$ cat config.mk
export PLATFORM = sky130hd
export DESIGN_NAME = decode_stage
export DESIGN_NICKNAME = d
export VERILOG_FILES = /design/src/rtl/decode_stage.sv
export SDC_FILE = /design/constraint.sdc
export NUM_CORES = 1
export LEC_CHECK = 0
export ABC_AREA = 0
export ABC_CLOCK_PERIOD_IN_PS = 2200
export BUFFER_PORTS_ARGS = -buffer_cell sky130_fd_sc_hd__buf_2
export CORE_AREA = 5 5 160 162
export CTS_BUF_LIST = sky130_fd_sc_hd__clkbuf_16
export CTS_CLUSTER_DIAMETER = 100
export CTS_CLUSTER_SIZE = 28
export DETAILED_ROUTE_END_ITERATION = 8
export DIE_AREA = 0 0 165 167
export PLACE_DENSITY = 0.88
export SLEW_MARGIN = 25
export SYNTH_ARGS = -nofsm -noshare
export SYNTH_HDL_FRONTEND = slang
export SYNTH_SLANG_ARGS = --single-unit
$ cat constraint.sdc
create_clock -name clk_i -period 2.2 [get_ports clk_i]
set_input_delay 0.22 -clock clk_i [delete_from_list [all_inputs] [get_ports clk_i]]
set_output_delay 0.22 -clock clk_i [all_outputs]
set_load 0.01 [all_outputs]
$ cat src/rtl/decode_stage.sv
// decode_stage: RV decode into core_pkg control fields, buffered in a Depth-entry valid/ready queue.
// Optional illegal-instruction detection is built only when DECODE_ILLEGAL_CHECK_EN is defined.
`default_nettype none

package core_pkg;
   typedef enum logic [2:0] {Rtype, Itype, Stype, Btype, Utype, Jtype} inst_type_e;
   typedef enum logic [1:0] {JmpNone, JmpBr, JmpJal, JmpJalr} jump_type_e;
   typedef enum logic [2:0] {WbNone, WbAlu, WbLsu, WbJmp, WbLui, WbCsr} reg_wb_src_e;
   typedef enum logic [1:0] {Add, Funct, Op32} aluop_e;
   typedef enum logic [1:0] {MemNone, MemLoad, MemStore} mem_type_e;
   typedef enum logic [2:0] {OpCSRNone, OpCSRRW, OpCSRRS, OpCSRRC, OpCSRRdonly,
                             OpEcall, OpEbreak, OpMret} csr_op_e;

   typedef struct packed {
      inst_type_e  inst_type;
      jump_type_e  jump_type;
      reg_wb_src_e reg_wb_src;
      aluop_e      aluop;
      mem_type_e   mem_type;
      csr_op_e     csr_op;
      logic [4:0]  rs1_addr;
      logic [4:0]  rs2_addr;
      logic [4:0]  rd_addr;
      logic        csr_imm;
      logic [11:0] csr_addr;
   } ctrl_t;
endpackage

module decode_stage
   import core_pkg::*;
#(
   parameter int Xlen  = 64,
   parameter int Ilen  = 32,
   parameter int Depth = 2
) (
   input  logic            clk_i,
   input  logic            rst_ni,
   input  logic            flush_i,
   input  logic            in_valid_i,
   output logic            in_ready_o,
   input  logic [Ilen-1:0] inst_i,
   input  logic [Xlen-1:0] pc_i,
   output logic            out_valid_o,
   input  logic            out_ready_i,
   output logic [Xlen-1:0] pc_o,
   output logic [Xlen-1:0] imm_o,
   output inst_type_e      inst_type_o,
   output jump_type_e      jump_type_o,
   output reg_wb_src_e     reg_wb_src_o,
   output aluop_e          aluop_o,
   output mem_type_e       mem_type_o,
   output csr_op_e         csr_op_o,
   output logic [4:0]      rs1_addr_o,
   output logic [4:0]      rs2_addr_o,
   output logic [4:0]      rd_addr_o,
   output logic            csr_imm_o,
   output logic [11:0]     csr_addr_o,
   output logic            illegal_o
);

   localparam logic [6:0] OPC_LOAD   = 7'b0000011;
   localparam logic [6:0] OPC_FENCE  = 7'b0001111;
   localparam logic [6:0] OPC_ALUIMM = 7'b0010011;
   localparam logic [6:0] OPC_AUIPC  = 7'b0010111;
   localparam logic [6:0] OPC_ALU32I = 7'b0011011;
   localparam logic [6:0] OPC_STORE  = 7'b0100011;
   localparam logic [6:0] OPC_ALU    = 7'b0110011;
   localparam logic [6:0] OPC_LUI    = 7'b0110111;
   localparam logic [6:0] OPC_ALU32  = 7'b0111011;
   localparam logic [6:0] OPC_BRANCH = 7'b1100011;
   localparam logic [6:0] OPC_JALR   = 7'b1100111;
   localparam logic [6:0] OPC_JAL    = 7'b1101111;
   localparam logic [6:0] OPC_SYSTEM = 7'b1110011;

   localparam int PW = (Depth > 1) ? $clog2(Depth) : 1;
   localparam int CW = $clog2(Depth + 1);

   logic [6:0]      opcode;
   logic [2:0]      funct3;
   ctrl_t           dec;
   logic [Xlen-1:0] dec_imm;
   logic            bad;

   assign opcode = inst_i[6:0];
   assign funct3 = inst_i[14:12];

   always_comb begin
      dec.inst_type  = Rtype;
      dec.jump_type  = JmpNone;
      dec.reg_wb_src = WbNone;
      dec.aluop      = Add;
      dec.mem_type   = MemNone;
      dec.csr_op     = OpCSRNone;
      dec.rs1_addr   = inst_i[19:15];
      dec.rs2_addr   = inst_i[24:20];
      dec.rd_addr    = inst_i[11:7];
      dec.csr_imm    = inst_i[14];
      dec.csr_addr   = inst_i[31:20];
      dec_imm        = '0;
      if (!bad) begin
         case (opcode)
            OPC_ALU:    begin dec.aluop = Funct; dec.reg_wb_src = WbAlu; end
            OPC_ALUIMM: begin
               dec.inst_type = Itype; dec.aluop = Funct; dec.reg_wb_src = WbAlu;
               dec_imm = Xlen'($signed(inst_i[31:20]));
            end
            OPC_ALU32:  begin dec.aluop = Op32; dec.reg_wb_src = WbAlu; end
            OPC_ALU32I: begin
               dec.inst_type = Itype; dec.aluop = Op32; dec.reg_wb_src = WbAlu;
               dec_imm = Xlen'($signed(inst_i[31:20]));
            end
            OPC_LOAD: begin
               dec.inst_type = Itype; dec.reg_wb_src = WbLsu; dec.mem_type = MemLoad;
               dec_imm = Xlen'($signed(inst_i[31:20]));
            end
            OPC_STORE: begin
               dec.inst_type = Stype; dec.mem_type = MemStore;
               dec_imm = Xlen'($signed({inst_i[31:25], inst_i[11:7]}));
            end
            OPC_BRANCH: begin
               dec.inst_type = Btype; dec.jump_type = JmpBr;
               dec_imm = Xlen'($signed({inst_i[31], inst_i[7], inst_i[30:25], inst_i[11:8], 1'b0}));
            end
            OPC_JAL: begin
               dec.inst_type = Jtype; dec.jump_type = JmpJal; dec.reg_wb_src = WbJmp;
               dec_imm = Xlen'($signed({inst_i[31], inst_i[19:12], inst_i[20], inst_i[30:21], 1'b0}));
            end
            OPC_JALR: begin
               dec.inst_type = Itype; dec.jump_type = JmpJalr; dec.reg_wb_src = WbJmp;
               dec_imm = Xlen'($signed(inst_i[31:20]));
            end
            OPC_LUI: begin
               dec.inst_type = Utype; dec.reg_wb_src = WbLui;
               dec_imm = Xlen'($signed({inst_i[31:12], 12'b0}));
            end
            OPC_AUIPC: begin
               dec.inst_type = Utype; dec.reg_wb_src = WbAlu;
               dec_imm = Xlen'($signed({inst_i[31:12], 12'b0}));
            end
            OPC_SYSTEM: begin
               dec.inst_type  = Itype;
               dec.reg_wb_src = WbCsr;
               dec_imm        = Xlen'(inst_i[19:15]);
               case (funct3)
                  3'd0: begin
                     if (inst_i[31:20] == 12'h000)      dec.csr_op = OpEcall;
                     else if (inst_i[31:20] == 12'h001) dec.csr_op = OpEbreak;
                     else if (inst_i[31:20] == 12'h302) dec.csr_op = OpMret;
                  end
                  3'd1, 3'd5: dec.csr_op = OpCSRRW;
                  3'd2, 3'd6: dec.csr_op = (inst_i[19:15] == 5'd0) ? OpCSRRdonly : OpCSRRS;
                  3'd3, 3'd7: dec.csr_op = (inst_i[19:15] == 5'd0) ? OpCSRRdonly : OpCSRRC;
                  default: ;
               endcase
            end
            default: ;
         endcase
      end
   end

`ifdef DECODE_ILLEGAL_CHECK_EN
   localparam bit RV32 = (Xlen == 32);

   always_comb begin
      bad = 1'b0;
      case (opcode)
         OPC_ALU, OPC_FENCE, OPC_LUI, OPC_AUIPC, OPC_JAL: bad = 1'b0;
         OPC_ALUIMM: bad = RV32 && (funct3 == 3'd1 || funct3 == 3'd5) && inst_i[25];
         OPC_ALU32, OPC_ALU32I: bad = RV32;
         OPC_BRANCH: bad = (funct3 == 3'd2) || (funct3 == 3'd3);
         OPC_JALR:   bad = (funct3 != 3'd0);
         OPC_LOAD:   bad = (funct3 == 3'd7) || (RV32 && (funct3 == 3'd3 || funct3 == 3'd6));
         OPC_STORE:  bad = funct3[2] || (RV32 && funct3 == 3'd3);
         OPC_SYSTEM: bad = (funct3 == 3'd4) ||
                           ((funct3 == 3'd0) && ((inst_i[19:15] != 5'd0) || (inst_i[11:7] != 5'd0) ||
                            !(inst_i[31:20] == 12'h000 || inst_i[31:20] == 12'h001 ||
                              inst_i[31:20] == 12'h302)));
         default:    bad = 1'b1;
      endcase
      // opcode already embeds inst[1:0]; listed opcodes all end in 11
      if (inst_i[1:0] != 2'b11) bad = 1'b1;
   end
`else
   assign bad = 1'b0;
`endif

   ctrl_t           ctrl_q [Depth];
   logic [Xlen-1:0] pc_q   [Depth];
   logic [Xlen-1:0] imm_q  [Depth];
   logic [PW-1:0]   head, tail;
   logic [CW-1:0]   count;
   logic            push, pop;

   function automatic logic [PW-1:0] ptr_inc(input logic [PW-1:0] p);
      return (p == PW'(Depth - 1)) ? '0 : p + 1'b1;
   endfunction

   assign out_valid_o = (count != '0);
   assign in_ready_o  = (count < CW'(Depth)) || out_ready_i;
   assign push        = in_valid_i && in_ready_o && !flush_i;
   assign pop         = out_valid_o && out_ready_i;

   always_ff @(posedge clk_i or negedge rst_ni) begin
      if (!rst_ni) begin
         for (int i = 0; i < Depth; i++) begin
            ctrl_q[i] <= '0;
            pc_q[i]   <= '0;
            imm_q[i]  <= '0;
         end
         head  <= '0;
         tail  <= '0;
         count <= '0;
      end else if (flush_i) begin
         head  <= '0;
         tail  <= '0;
         count <= '0;
      end else begin
         if (push) begin
            ctrl_q[tail] <= dec;
            pc_q[tail]   <= pc_i;
            imm_q[tail]  <= dec_imm;
            tail         <= ptr_inc(tail);
         end
         if (pop) head <= ptr_inc(head);
         if (push && !pop)      count <= count + 1'b1;
         else if (pop && !push) count <= count - 1'b1;
      end
   end

`ifdef DECODE_ILLEGAL_CHECK_EN
   logic ill_q [Depth];

   always_ff @(posedge clk_i or negedge rst_ni) begin
      if (!rst_ni) begin
         for (int i = 0; i < Depth; i++) ill_q[i] <= 1'b0;
      end else if (push) begin
         ill_q[tail] <= bad;
      end
   end

   assign illegal_o = ill_q[head];
`else
   assign illegal_o = 1'b0;
`endif

   assign pc_o         = pc_q[head];
   assign imm_o        = imm_q[head];
   assign inst_type_o  = ctrl_q[head].inst_type;
   assign jump_type_o  = ctrl_q[head].jump_type;
   assign reg_wb_src_o = ctrl_q[head].reg_wb_src;
   assign aluop_o      = ctrl_q[head].aluop;
   assign mem_type_o   = ctrl_q[head].mem_type;
   assign csr_op_o     = ctrl_q[head].csr_op;
   assign rs1_addr_o   = ctrl_q[head].rs1_addr;
   assign rs2_addr_o   = ctrl_q[head].rs2_addr;
   assign rd_addr_o    = ctrl_q[head].rd_addr;
   assign csr_imm_o    = ctrl_q[head].csr_imm;
   assign csr_addr_o   = ctrl_q[head].csr_addr;

endmodule

`default_nettype wire

==> results.py <==
metrics = {
    "run_status": {
        "outcome": "completed",
    },
    "drt": {
        "drtIter0Drc": 1510,
        "routed_wire_length_per_instance_um": 19.2,
        "ant_nets": 0,
        "detail_route.drc_violations": 0,
        "m1WireLength_um": 14500,
        "detailroute.wirelength.met2_um": 17900,
        "dr.max_layer_used": "met4",
        "routed-via-count": 11117,
        "dr_wl_met3_um": 3340,
        "wirelength_um": 37600,
        "drt-pass1-iter-count": 6,
        "avgViaCountPerCell": 5.69,
    },
    "timing": {
        "whs_ns": 0.0363,
        "fin_worst_skew_ns": 0.00818,
        "timing_max_transition_violations_final": 0,
        "setup_viol_count_final": 0,
        "rsz_0062_raised_after_global_routing": "true",
        "hold_viol_final": 0,
        "maxClockFrequency_mhz": 468,
        "slew_headroom": 0.514,
        "period_minus_slack_ns": 2.13,
        "worst_tran_pin_value_ns": 0.729,
        "final_min_period_over_clock_period": 0.970,
        "layout_setup_ws_ns": 0.0651,
    },
    "layout": {
        "combined_flip_flop_and_latch_cell_area_um2": 6810,
        "drive_above_1_share": 0.296,
        "multiInputGateArea_um2": 5370,
        "fill_count": 1726,
        "n_antenna_cell": 0,
        "final_nets": 1732,
        "area_delta_synth_final_pct": 19.7,
    },
    "synth": {
        "postSynthAreaPerCell_um2": 9.52,
        "synth_cells": 1357,
        "yosysMostFrequentCell": "nand2_1",
        "syn-cell-area_um2": 12900,
        "netlist-cell-type-count": 68,
        "yosysWarningCount": 0,
        "synth.largest_area_cell": "dfrtp_1",
        "synth_edf_count": 0,
        "synth_seq_cells": 272,
        "synth.net_count": 1458,
        "synthTopCellsByCount": "561 x nand2_1, 272 x dfrtp_1, 142 x mux2_2",
        "synth_ff_type": "dfrtp_1",
        "asyncSetResetFlopFracSynth": 1.00,
        "synth.area.top_cells": "dfrtp_1 53%, nand2_1 16%, mux2_2 12%, buf_4 2.7%, buf_2 2.4%",
        "synth_largest_type_area_fraction": 0.527,
        "synth_sequential_area_ratio": 0.527,
    },
    "setup_path": {
        "arrival_ns": 1.91,
        "crit_path_end_kind": "primary output",
        "cpPeakStageDelay_ns": 0.64,
        "cp.required_ns": 1.98,
        "critical_path_top_delay_cell": "dfrtp_4",
        "worstPathCellList": "buf_12 > mux2_2 > buf_2",
        "cp_num_buf_inv": 2,
        "launching_point_of_the_worst_reg2reg_path": "count[1]",
        "crit_family": "flip-flops",
        "worstSetupPathType": "register to primary output",
        "setup.worst_path.start": "head",
        "cp_max_fo": 23,
        "cp-start-kind": "register",
    },
    "power_and_ir_drop": {
        "p_leak_nw": 8.21,
        "post-layout-total-power_mw": 12.4,
        "pwr-share-seq": 0.523,
        "power.share.clock": 0.211,
        "combinational_share_of_power": 0.266,
        "internal_power_contribution_mw": 8.48,
        "worst_ir_drop_vdd_mv": 0.458,
        "power.switching_mw": 3.91,
        "power-per-cell-area_nw_per_um2": 802,
        "sw_frac_of_total": 0.316,
    },
    "global_route": {
        "first_global_vias": 11260,
        "grt_antenna_before_repair": 0,
        "track_usage": 0.266,
        "global_route_wire_length_before_repair_um": 59500,
        "grt.overflow.total": 0,
        "grt_max_degree": 77,
    },
    "placed_design": {
        "post-place-ws_ns": 0.318,
        "place_congestion": 0.871,
        "numPortBuffers": 273,
        "dp.final_hpwl_um": 23800,
    },
    "hold_path": {
        "min_from": "inst_i[30]",
        "hold_path.class": "input port to register",
    },
    "floorplan": {
        "total_number_of_placement_rows": 57,
        "core-area_um2": 24000,
        "floorplan.die.height_um": 167,
        "die_x_um": 165,
        "die_area_um2": 27600,
        "start_util": 0.539,
        "floorplan.io_pins": 275,
    },
    "clock_tree": {
        "clkLatencyLatePin_ns": 0.48,
        "clk_transition_reported_paths_ns": 0.10,
        "cts_max_path_buffers": 3,
        "cts-buffers-inserted": 13,
        "ctsRootBufferMaster": "clkbuf_16",
        "cts_tree": "yes",
        "cts_num_sinks": 272,
        "cts_max_level": 1,
    },
    "run": {
        "timing.max_cap.violations": 0,
    },
}
==> kinds of logic (layout without fill, tap and decap cells) <==
logic type / Yosys count / after routing / share of synthesized area
other: 1 / 1 / 0.000290
buffers and inverters: 131 / 405 / 0.0596
AND/OR/NAND/NOR: 678 / 678 / 0.216
AO/OA/AOI/OAI: 130 / 130 / 0.0707
XOR/XNOR: 2 / 2 / 0.00136
flip-flops: 272 / 272 / 0.527
multiplexers: 143 / 143 / 0.125
==> power groups by stage <==
stage	registers (mW)	clock network [mW]	logic (mW)
global route	6.59	2.86	3.62
floorplan	6.38	0	2.01
global placement	6.49	0	2.98
finish	6.49	2.61	3.30
detailed placement	6.56	0	3.08
CTS	6.45	2.66	3.23
==> layer usage <==
layer / vias to the layer above / GRT usage
li1: 4957 / -
met3: 143 / 0.0541
met4: 0 / 0.120
met5: - / 0
met1: 5397 / 0.349
met2: 620 / 0.426
==> worst min-delay path, cell delays in order <==
cell and delay (ns):
buf_2 0.16, nand2_1 0.07, nand2_1 0.04
==> sequential cells by signal (all words and copies together) (netlist names) <==
name and cells:
count 2, head 1, imm_q 64, tail 1
ctrl_q 76, pc_q 128
==> path summary, 6_finish.rpt <==
path,slack [ns],cells after the start,endpoint
max in group asynchronous,1.15,3,head
hold reg to reg,0.48,2,ctrl_q[32]
min in group asynchronous,0.25,2,pc_q[13]
setup / recovery,0.07,3,pc_o[12]
hold / removal,0.04,3,ctrl_q[10]
setup reg to reg,0.22,5,pc_q[89]
==> metrics by stage <==
stage | area [um^2] | cells | TNS (ns) | util
6_report | 15500 | 1955 | 0 | 0.645
3_3_place_gp | 14300 | 1862 | 0 | 0.598
4_1_cts | 15400 | 1955 | 0 | 0.645
3_5_place_dp | 14300 | 1862 | 0 | 0.598
5_1_grt | 15500 | 1955 | -0.00230 | 0.645
2_1_floorplan | 12900 | 1357 | 0 | -
==> placed cells by master, fill, tap and decap left out, types with 3 or more instances in the layout <==
cell	synthesis	layout
nand2_1	561	561
buf_2	62	272
dfrtp_1	272	271
mux2_2	142	141
dlygate4sd3_1	0	77
o21ai_0	38	38
nor2_1	28	28
a21oi_1	28	28
nand3_1	26	26
buf_4	47	19
and3_1	18	17
a22o_1	16	16
clkbuf_16	0	13
inv_1	9	10
a211o_1	10	10
buf_12	0	9
nor3_1	6	6
nand2b_1	4	4
and2_1	4	4
o31ai_1	4	4
o32ai_1	4	4
nor2b_1	3	3
nand4_1	3	3
o211ai_1	3	3
buf_6	3	3
==> what timing repair did <==
item | 4_1_cts | 5_1_grt
setup endpoints to repair | 135 | 38
setup buffers | 1 | 0
hold buffers | 77 | 0
gates resized for setup | 0 | 3
endpoints found under the hold margin | 207 | 0
==> cell type report <==
cell class | count | area share
clock inverters | 2 | 0.000810
multi-input cells | 954 | 0.347
well taps | 324 | 0.0262
clock buffers | 13 | 0.0210
flip-flops and latches | 272 | 0.441
repair buffers | 381 | 0.162
inverters | 9 | 0.00219
(Power assumes the default switching activity.)
